### config.mk
export PLATFORM = sky130hd
export DESIGN_NAME = spi_xfer_sequencer
export DESIGN_NICKNAME = d
export VERILOG_FILES = /design/src/rtl/spi_xfer_sequencer.sv
export SDC_FILE = /design/constraint.sdc
export NUM_CORES = 1
export LEC_CHECK = 0
export ABC_AREA = 1
export CAP_MARGIN = 20
export CELL_PAD_IN_SITES_DETAIL_PLACEMENT = 1
export CELL_PAD_IN_SITES_GLOBAL_PLACEMENT = 1
export CORE_UTILIZATION = 42
export CTS_CLUSTER_SIZE = 16
export DETAILED_ROUTE_END_ITERATION = 10
export MAX_ROUTING_LAYER = met4
export PLACE_DENSITY_LB_ADDON = 0.1
export SLEW_MARGIN = 20
export SYNTH_ARGS = -nofsm -noshare
export SYNTH_HDL_FRONTEND = slang
export SYNTH_SLANG_ARGS = --single-unit
export TNS_END_PERCENT = 5
### constraint.sdc
create_clock -name clk -period 2.7 [get_ports clk]
set_input_delay 0.54 -clock clk [delete_from_list [all_inputs] [get_ports clk]]
set_output_delay 0.54 -clock clk [all_outputs]
set_load 0.01 [all_outputs]
### src/rtl/spi_xfer_sequencer.sv
// TX-FIFO-fed sequencer in front of an SPI master: launches one transfer per queued
// word, captures the returned word on a valid/ready port, and aborts stalled transfers.
module spi_xfer_sequencer #(
  parameter int DATA_W  = 16,
  parameter int DEPTH   = 4,
  parameter int TIMEOUT = 1024
) (
  input  logic                     clk,
  input  logic                     rst,
  input  logic [DATA_W-1:0]        tx_data,
  input  logic                     tx_valid,
  output logic                     tx_ready,
  output logic [DATA_W-1:0]        rx_data,
  output logic                     rx_valid,
  input  logic                     rx_ready,
  output logic                     spi_start,
  output logic [DATA_W-1:0]        spi_data_in,
  input  logic [DATA_W-1:0]        spi_data_out,
  input  logic                     spi_done,
  output logic                     busy,
  output logic                     timeout_err,
  output logic [$clog2(DEPTH):0]   fifo_level
);

  localparam int PTR_W = $clog2(DEPTH);
  localparam int LVL_W = PTR_W + 1;
  localparam int CNT_W = $clog2(TIMEOUT);

  typedef enum logic {
    ST_IDLE = 1'b0,
    ST_WAIT = 1'b1
  } state_t;

  // Handshakes: a word moves on tx when tx_valid && tx_ready at a rising edge, and
  // on rx when rx_valid && rx_ready; a valid side holds its data until accepted.

  state_t              state_q, state_d;
  logic [PTR_W-1:0]    wr_ptr_q, wr_ptr_d;
  logic [PTR_W-1:0]    rd_ptr_q, rd_ptr_d;
  logic [LVL_W-1:0]    level_q, level_d;
  logic [DATA_W-1:0]   rx_data_q, rx_data_d;
  logic                rx_valid_q, rx_valid_d;
  logic                spi_start_q, spi_start_d;
  logic [DATA_W-1:0]   spi_data_in_q, spi_data_in_d;
  logic                busy_q, busy_d;
  logic                timeout_err_q, timeout_err_d;
  logic [CNT_W-1:0]    cnt_q, cnt_d;
  logic                done_q, done_d;
  logic [DATA_W-1:0]   mem_q [DEPTH];

  logic push;
  logic pop;
  logic done_rise;

  assign tx_ready    = (level_q != LVL_W'(DEPTH));
  assign push        = tx_valid && tx_ready;
  assign done_rise   = spi_done && !done_q;

  assign rx_data     = rx_data_q;
  assign rx_valid    = rx_valid_q;
  assign spi_start   = spi_start_q;
  assign spi_data_in = spi_data_in_q;
  assign busy        = busy_q;
  assign timeout_err = timeout_err_q;
  assign fifo_level  = level_q;

  always_comb begin
    state_d       = state_q;
    wr_ptr_d      = wr_ptr_q;
    rd_ptr_d      = rd_ptr_q;
    level_d       = level_q;
    rx_data_d     = rx_data_q;
    rx_valid_d    = rx_valid_q;
    spi_start_d   = 1'b0;
    spi_data_in_d = spi_data_in_q;
    busy_d        = busy_q;
    timeout_err_d = 1'b0;
    cnt_d         = cnt_q;
    done_d        = spi_done;
    pop           = 1'b0;

    if (rx_valid_q && rx_ready) begin
      rx_valid_d = 1'b0;
    end

    case (state_q)
      ST_IDLE: begin
        // A pending response blocks the next launch so the single rx register never overflows.
        if ((level_q != '0) && !rx_valid_q) begin
          pop           = 1'b1;
          spi_data_in_d = mem_q[rd_ptr_q];
          spi_start_d   = 1'b1;
          cnt_d         = '0;
          busy_d        = 1'b1;
          state_d       = ST_WAIT;
        end
      end
      ST_WAIT: begin
        cnt_d = cnt_q + 1'b1;
        if (done_rise) begin
          rx_data_d  = spi_data_out;
          rx_valid_d = 1'b1;
          busy_d     = 1'b0;
          state_d    = ST_IDLE;
        end else if (cnt_q == CNT_W'(TIMEOUT - 1)) begin
          timeout_err_d = 1'b1;
          busy_d        = 1'b0;
          state_d       = ST_IDLE;
        end
      end
      default: begin
        busy_d  = 1'b0;
        state_d = ST_IDLE;
      end
    endcase

    if (push) begin
      wr_ptr_d = wr_ptr_q + 1'b1;
    end
    if (pop) begin
      rd_ptr_d = rd_ptr_q + 1'b1;
    end
    case ({push, pop})
      2'b10:   level_d = level_q + 1'b1;
      2'b01:   level_d = level_q - 1'b1;
      default: level_d = level_q;
    endcase
  end

  always_ff @(posedge clk or negedge rst) begin
    if (!rst) begin
      state_q       <= ST_IDLE;
      wr_ptr_q      <= '0;
      rd_ptr_q      <= '0;
      level_q       <= '0;
      rx_data_q     <= '0;
      rx_valid_q    <= 1'b0;
      spi_start_q   <= 1'b0;
      spi_data_in_q <= '0;
      busy_q        <= 1'b0;
      timeout_err_q <= 1'b0;
      cnt_q         <= '0;
      done_q        <= 1'b0;
    end else begin
      state_q       <= state_d;
      wr_ptr_q      <= wr_ptr_d;
      rd_ptr_q      <= rd_ptr_d;
      level_q       <= level_d;
      rx_data_q     <= rx_data_d;
      rx_valid_q    <= rx_valid_d;
      spi_start_q   <= spi_start_d;
      spi_data_in_q <= spi_data_in_d;
      busy_q        <= busy_d;
      timeout_err_q <= timeout_err_d;
      cnt_q         <= cnt_d;
      done_q        <= done_d;
    end
  end

  // Storage needs no reset: only entries between the pointers are ever read.
  always_ff @(posedge clk) begin
    if (push) begin
      mem_q[wr_ptr_q] <= tx_data;
    end
  end

endmodule
==> Word-level counts from Yosys, hierarchy flattened <==
Memory sizes are Yosys's and may differ from the RTL's. A register that Yosys moved wholly into a read port is not among the register bits.
Index checks and enable logic that the tools add are counted.
Widths: inputs -> output; s select.
{ "op_classes": {"addsub": 5, "eq_ne": 6, "mux": 20, "n_bitwise": 1, "reduce_logical": 12} }
{ "op_table": {"columns": ["op", "count"], "rows": [
  ["$pmux 10 s2", 1],
  ["$mux 1", 15],
  ["$add 10x1->10 const B", 1],
  ["$eq 10x10->1 const B", 1],
  ["$mux 10", 1],
  ["$pmux 3 s2", 1],
  ["$reduce_and 2->1", 3],
  ["$add 2x1->2 const B", 2],
  ["$logic_and 1x1->1", 4],
  ["$pmux 1 s2", 2],
  ["$add 3x1->3 const B", 1],
  ["$logic_not 1->1", 3],
  ["$ne 3x1->1 const B", 1],
  ["$ne 3x3->1 const B", 1],
  ["$reduce_bool 3->1", 1],
  ["$sub 3x1->3 const B", 1],
  ["$eq 2x1->1 const B", 1],
  ["$eq 2x2->1 const B", 1],
  ["$ne 2x2->1 const B", 1],
  ["$reduce_bool 2->1", 1],
  ["$not 1->1", 1]
]} }
{ "word_totals": {"reg_bits": 39, "ramBits": 64, "in_bits": 37, "out_inout_bits": 40, "elab_cells": 56, "n_memories": 1} }
{ "memory_table": {"columns": ["name", "words", "width", "rd", "rd_clocked_by_memory_dff", "wr", "line", "source"], "rows": [
  ["mem_q", 4, 16, 1, 1, 1, "49", "logic [DATA_W-1:0] mem_q [DEPTH];"]
]} }

==> Depth between registers and ports, before layout <==
{ "logic_depth": {"ltp_word": 6, "ltp_mapped": 11, "ltp_nobuf": 10} }

==> Worst setup path after synthesis <==
OpenSTA, ideal clock, no wires.
{ "synth_timing": {"kind": "reg-to-reg", "start": "reg state_q", "end": "reg level_q[2] (netlist: fifo_level[2])", "arrival_ns": 1.861, "required_time_ns": 2.569, "slack_ns": 0.708, "path_stages_with_launch": 12, "n_path_buf": 2, "period_less_slack_ns": 1.992, "path_cell_list": "dfrtp_1 -> buf_6 -> inv_2 -> nand3_4 -> clkinv_4 -> buf_6 -> ha_1 -> inv_1 -> fa_1 -> a21oi_1 -> o21ai_0 -> xor2_1"} }
{ "synth_between": {"elab_chain_len": 3, "elab_cells_between_ends": 5, "classes_between": "eq/ne (2); mux (2); reduce/logical (1)"} }
{ "synth_rtl": {"columns": ["item", "line", "source"], "rows": [
  ["from (decl)", "37", "state_t state_q, state_d;"],
  ["from (signal assigned)", "145", "state_q <= state_d;"],
  ["$mux 1 (*)", "86", "case (state_q)"],
  ["net pop", "52", "logic pop;"],
  ["$eq 2x1->1 / $eq 2x2->1 (equally long branches)", "123", "case ({push, pop})"],
  ["$pmux 3 s2 / $reduce_bool 2->1 (equally long branches)", null, null],
  ["to (signal assigned)", "148", "level_q <= level_d;"],
  ["to (decl)", "40", "logic [LVL_W-1:0] level_q, level_d;"]
]} }
The timed path passes the listed nets; every way through them passes the cells marked *.
A chain may end at the register's enable or synchronous reset.

==> Worst setup path in the final report <==
{ "layout_timing": {"start": "reg state_q", "end": "reg level_q[2] (netlist: fifo_level[2])"} }
{ "layout_between": {"elab_chain_len": 3, "elab_cells_between_ends": 5, "classes_between": "eq/ne (2); mux (2); reduce/logical (1)"} }
{ "layout_rtl": {"columns": ["item", "line"], "rows": [
  ["$mux 1 (*)", "86"],
  ["$eq 2x1->1 / $eq 2x2->1 (equally long branches)", "123"],
  ["$pmux 3 s2 / $reduce_bool 2->1 (equally long branches)", null]
]} }
Mark *: on every way between the ends. The rest lies on a longest branch, timed or not.

==> run_results.csv <==
group,metric,value,unit
outcome,status,"finished clean",
global_routing,overflow,0,
worst_setup_path,start_kind,"flop",
final_layout,n_antenna_cell,0,
sta,setup_viol_count_final,0,
synth,synth_commonest_cells,"88 x nand2_1, 78 x nor2_1, 64 x edfxtp_1",
power,vdd_drop_max,536.7,uV
synth,synth_flop_cell,"edfxtp_1",
floorplanning,ioPinCount,77,
final_layout,fin_cells,663,
power,p_sw,2459,uW
clocking,cts_repair_resize_count,0,
floorplanning,start_util,0.4403,
synth,synthCells,422,
synth,avgSynthCellArea,11.51,um^2
clocking,cts_tree,"done",
sta,finalSetupTns,0,ns
place,globalplace.congestion,0.7632,
synth,synthSimpleGateAreaFrac,0.1558,
detailed_routing,vias,3293,
power,combinationalPowerShare,0.340,
sta,grt_setup_unrepaired,"no",
flow_run,maxCapViolations,0,
floorplanning,num_rows,38,
clocking,numCtsBuffers,17,
global_routing,grt_pass1_wl,17.68,mm
floorplanning,die_x,109.5,um
synth,synthDominantCellAreaShare,0.3957,
synth,synthTopCellsByArea,"edfxtp_1 40%, dfrtp_1 28%, nand2_1 6.8%",
global_routing,grt_pass1_vias,3499,
synth,synth-seq-area-share,0.6790,
final_layout,finalInstanceArea,6336,um^2
floorplanning,dieArea,12000,um^2
clocking,htreeDepth,4,
power,clockPowerShare,0.295,
sta,hold_viol_final,0,
sta,worstMarginPinSlew,0.9501,ns
clocking,cts_sinks,119,
synth,synth_mux_area_frac,0.04405,
sta,slew_headroom,0.3659,
synth,synth-xor-area-share,0.009016,
sta,fmax,461.2,MHz
floorplanning,core_area,11030,um^2
worst_setup_path,cp_max_fo,20,
clocking,postCtsSetupBuffers,0,
detailed_routing,routed_wl,11.19,mm
worst_hold_path,hp-class,"in -> async",
sta,min_period,2.168,ns
place,place_inst,631,
synth,yosysTopAreaCell,"edfxtp_1",
sta,fin_worst_skew,0.006805,ns
power,powerDensity,1193,nW/um^2
global_routing,grt_util_all_layers,0.2117,
worst_setup_path,endpoint_kind,"flop",
final_layout,fin_nets,554,
synth,yosys_warnings,0,
synth,synth_top_family_by_area,"simple AND/OR/NAND/NOR gates",
synth,synth-edff-count,64,
clocking,root_buffer,"clkbuf_16",
detailed_routing,postRouteAntennaNets,0,
synth,syn_area,4857,um^2
worst_setup_path,worstPathRequired,2.99,ns
detailed_routing,drt-initial-drc-count,130,
power,p_leak,0.002670,uW
clocking,clkLatencyLatePin,0.41,ns
sta,slew_violations,0,
synth,synthAdderAreaFrac,0.01958,
power,internal_power,5097,uW
worst_setup_path,arrival,2.46,ns
detailed_routing,first_pass_iters,4,
clocking,path_clk_slew,0.05,ns
power,p_seq_frac,0.365,
final_layout,area_growth,30.45,%
final_layout,drive_above_1_share,0.1147,
global_routing,antenna_found_initial,0,
synth,synth-seq-cells,119,
place,place.detailed.hpwl,7.128,mm
place,portBuffers,76,
power,swShare,0.3255,
worst_setup_path,crit_type,"reg -> reg",
synth,synth_compound_area_frac,0.05049,
place,place_area,5747,um^2
clocking,cts_buffer_depth,2,
detailed_routing,viasPerCell,4.967,
synth,synth.most_common_cell,"nand2_1",
synth,async_flop_share,0.4622,
detailed_routing,post_drt_wl_per_cell,16.88,um
clocking,ctsHoldBuffers,0,
synth,synth_cell_types,28,
sta,post-route-period-util,0.8031,
global_routing,grt_max_degree,56,
floorplanning,fp.dieH,109.5,um
synth,synth_nets,466,
detailed_routing,drc,0,
## per-layer routing
layer | routed length [um] | GRT usage | up-vias
met2 | 5597 | 0.3419 | 76
met1 | 4963 | 0.2506 | 1628
met3 | 474 | 0.05572 | 14
met4 | 158 | 0.09238 | 0
li1 | - | - | 1575
met5 | 0 | - | -
## flip-flops by register name, summed over array words and instances, names as in the netlist
name         count
mem_q           64
rx_data         16
spi_data_in     16
cnt_q           10
fifo_level       3
rd_ptr_q         2
wr_ptr_q         2
busy             1
done_q           1
rx_valid         1
spi_start        1
state_q          1
timeout_err      1
## through the flow
stage               worst slack [ns]  hold WS, ns    util  power [uW]
floorplan                     0.7084       0.2444       -        4268
global placement              0.4768       0.4635  0.5210        5242
detailed placement            0.3864       0.4679  0.5210        5402
CTS                           0.5030       0.3029  0.5744        7675
global route                  0.3024       0.3473  0.5744        8033
finish                        0.5317       0.2761  0.5744        7556
## worst paths after layout
path,startpoint,endpoint,slack [ns],depth (start not counted)
max,state_q,fifo_level[2],0.53,9
min,rst,cnt_q[2],0.28,2
max reg2reg,state_q,fifo_level[2],0.53,9
min reg2reg,spi_data_in[7],spi_data_in[7],0.48,2
max in group asynchronous,rst,rx_data[1],1.93,2
min in group clk,spi_data_in[7],spi_data_in[7],0.48,2
## critical path, stage by stage (launching register included)
cell      delay [ns]
dfrtp_1         0.50
inv_2           0.22
nand3_4         0.11
clkinv_4        0.17
ha_1            0.18
inv_1           0.07
fa_1            0.39
a21oi_1         0.14
o21ai_0         0.11
xor2_1          0.15
## final cells by class
cell class / instances / area [um^2]
Timing Repair Buffer: 84 / 815.8
Inverter: 26 / 102.6
Fill cell: 1162 / 4695
Multi-Input combinational cell: 262 / 1355
Sequential cell: 119 / 3298
Clock buffer: 21 / 460.4
Tap cell: 140 / 175.2
Clock inverter: 11 / 128.9
## logic make-up (layout without fill, tap and decap cells)
family / Yosys count / count (layout)
and+or+nand+nor: 186 / 186
buffers and inverters: 41 / 142
adders and majority gates: 7 / 7
muxes: 16 / 16
xor gates and xnor gates: 5 / 5
DFF: 119 / 119
AOI/OAI and AO/OA: 48 / 48
## power groups by stage
| stage | combinational (uW) | clock (uW) | sequential [uW] |
|---|---|---|---|
| global placement | 2490 | 0 | 2760 |
| detailed placement | 2610 | 0 | 2790 |
| floorplan | 1420 | 0 | 2850 |
| finish | 2570 | 2230 | 2760 |
| CTS | 2630 | 2270 | 2770 |
| global route | 2860 | 2350 | 2820 |
## placed cells by master (no fill, tap or decap), drive strengths merged, types with 3 or more instances in the layout
| master | n |
|---|---|
| nand2 | 89 |
| nor2 | 79 |
| clkdlybuf4s50 | 75 |
| edfxtp | 64 |
| dfrtp | 55 |
| o21ai | 41 |
| inv | 25 |
| clkbuf | 21 |
| nand3 | 16 |
| mux2 | 16 |
| buf | 9 |
| clkinv | 8 |
| ha | 6 |
| a21oi | 5 |
| xor2 | 4 |
| bufinv | 3 |
No activity file was read; power rests on OpenSTA's default activity.
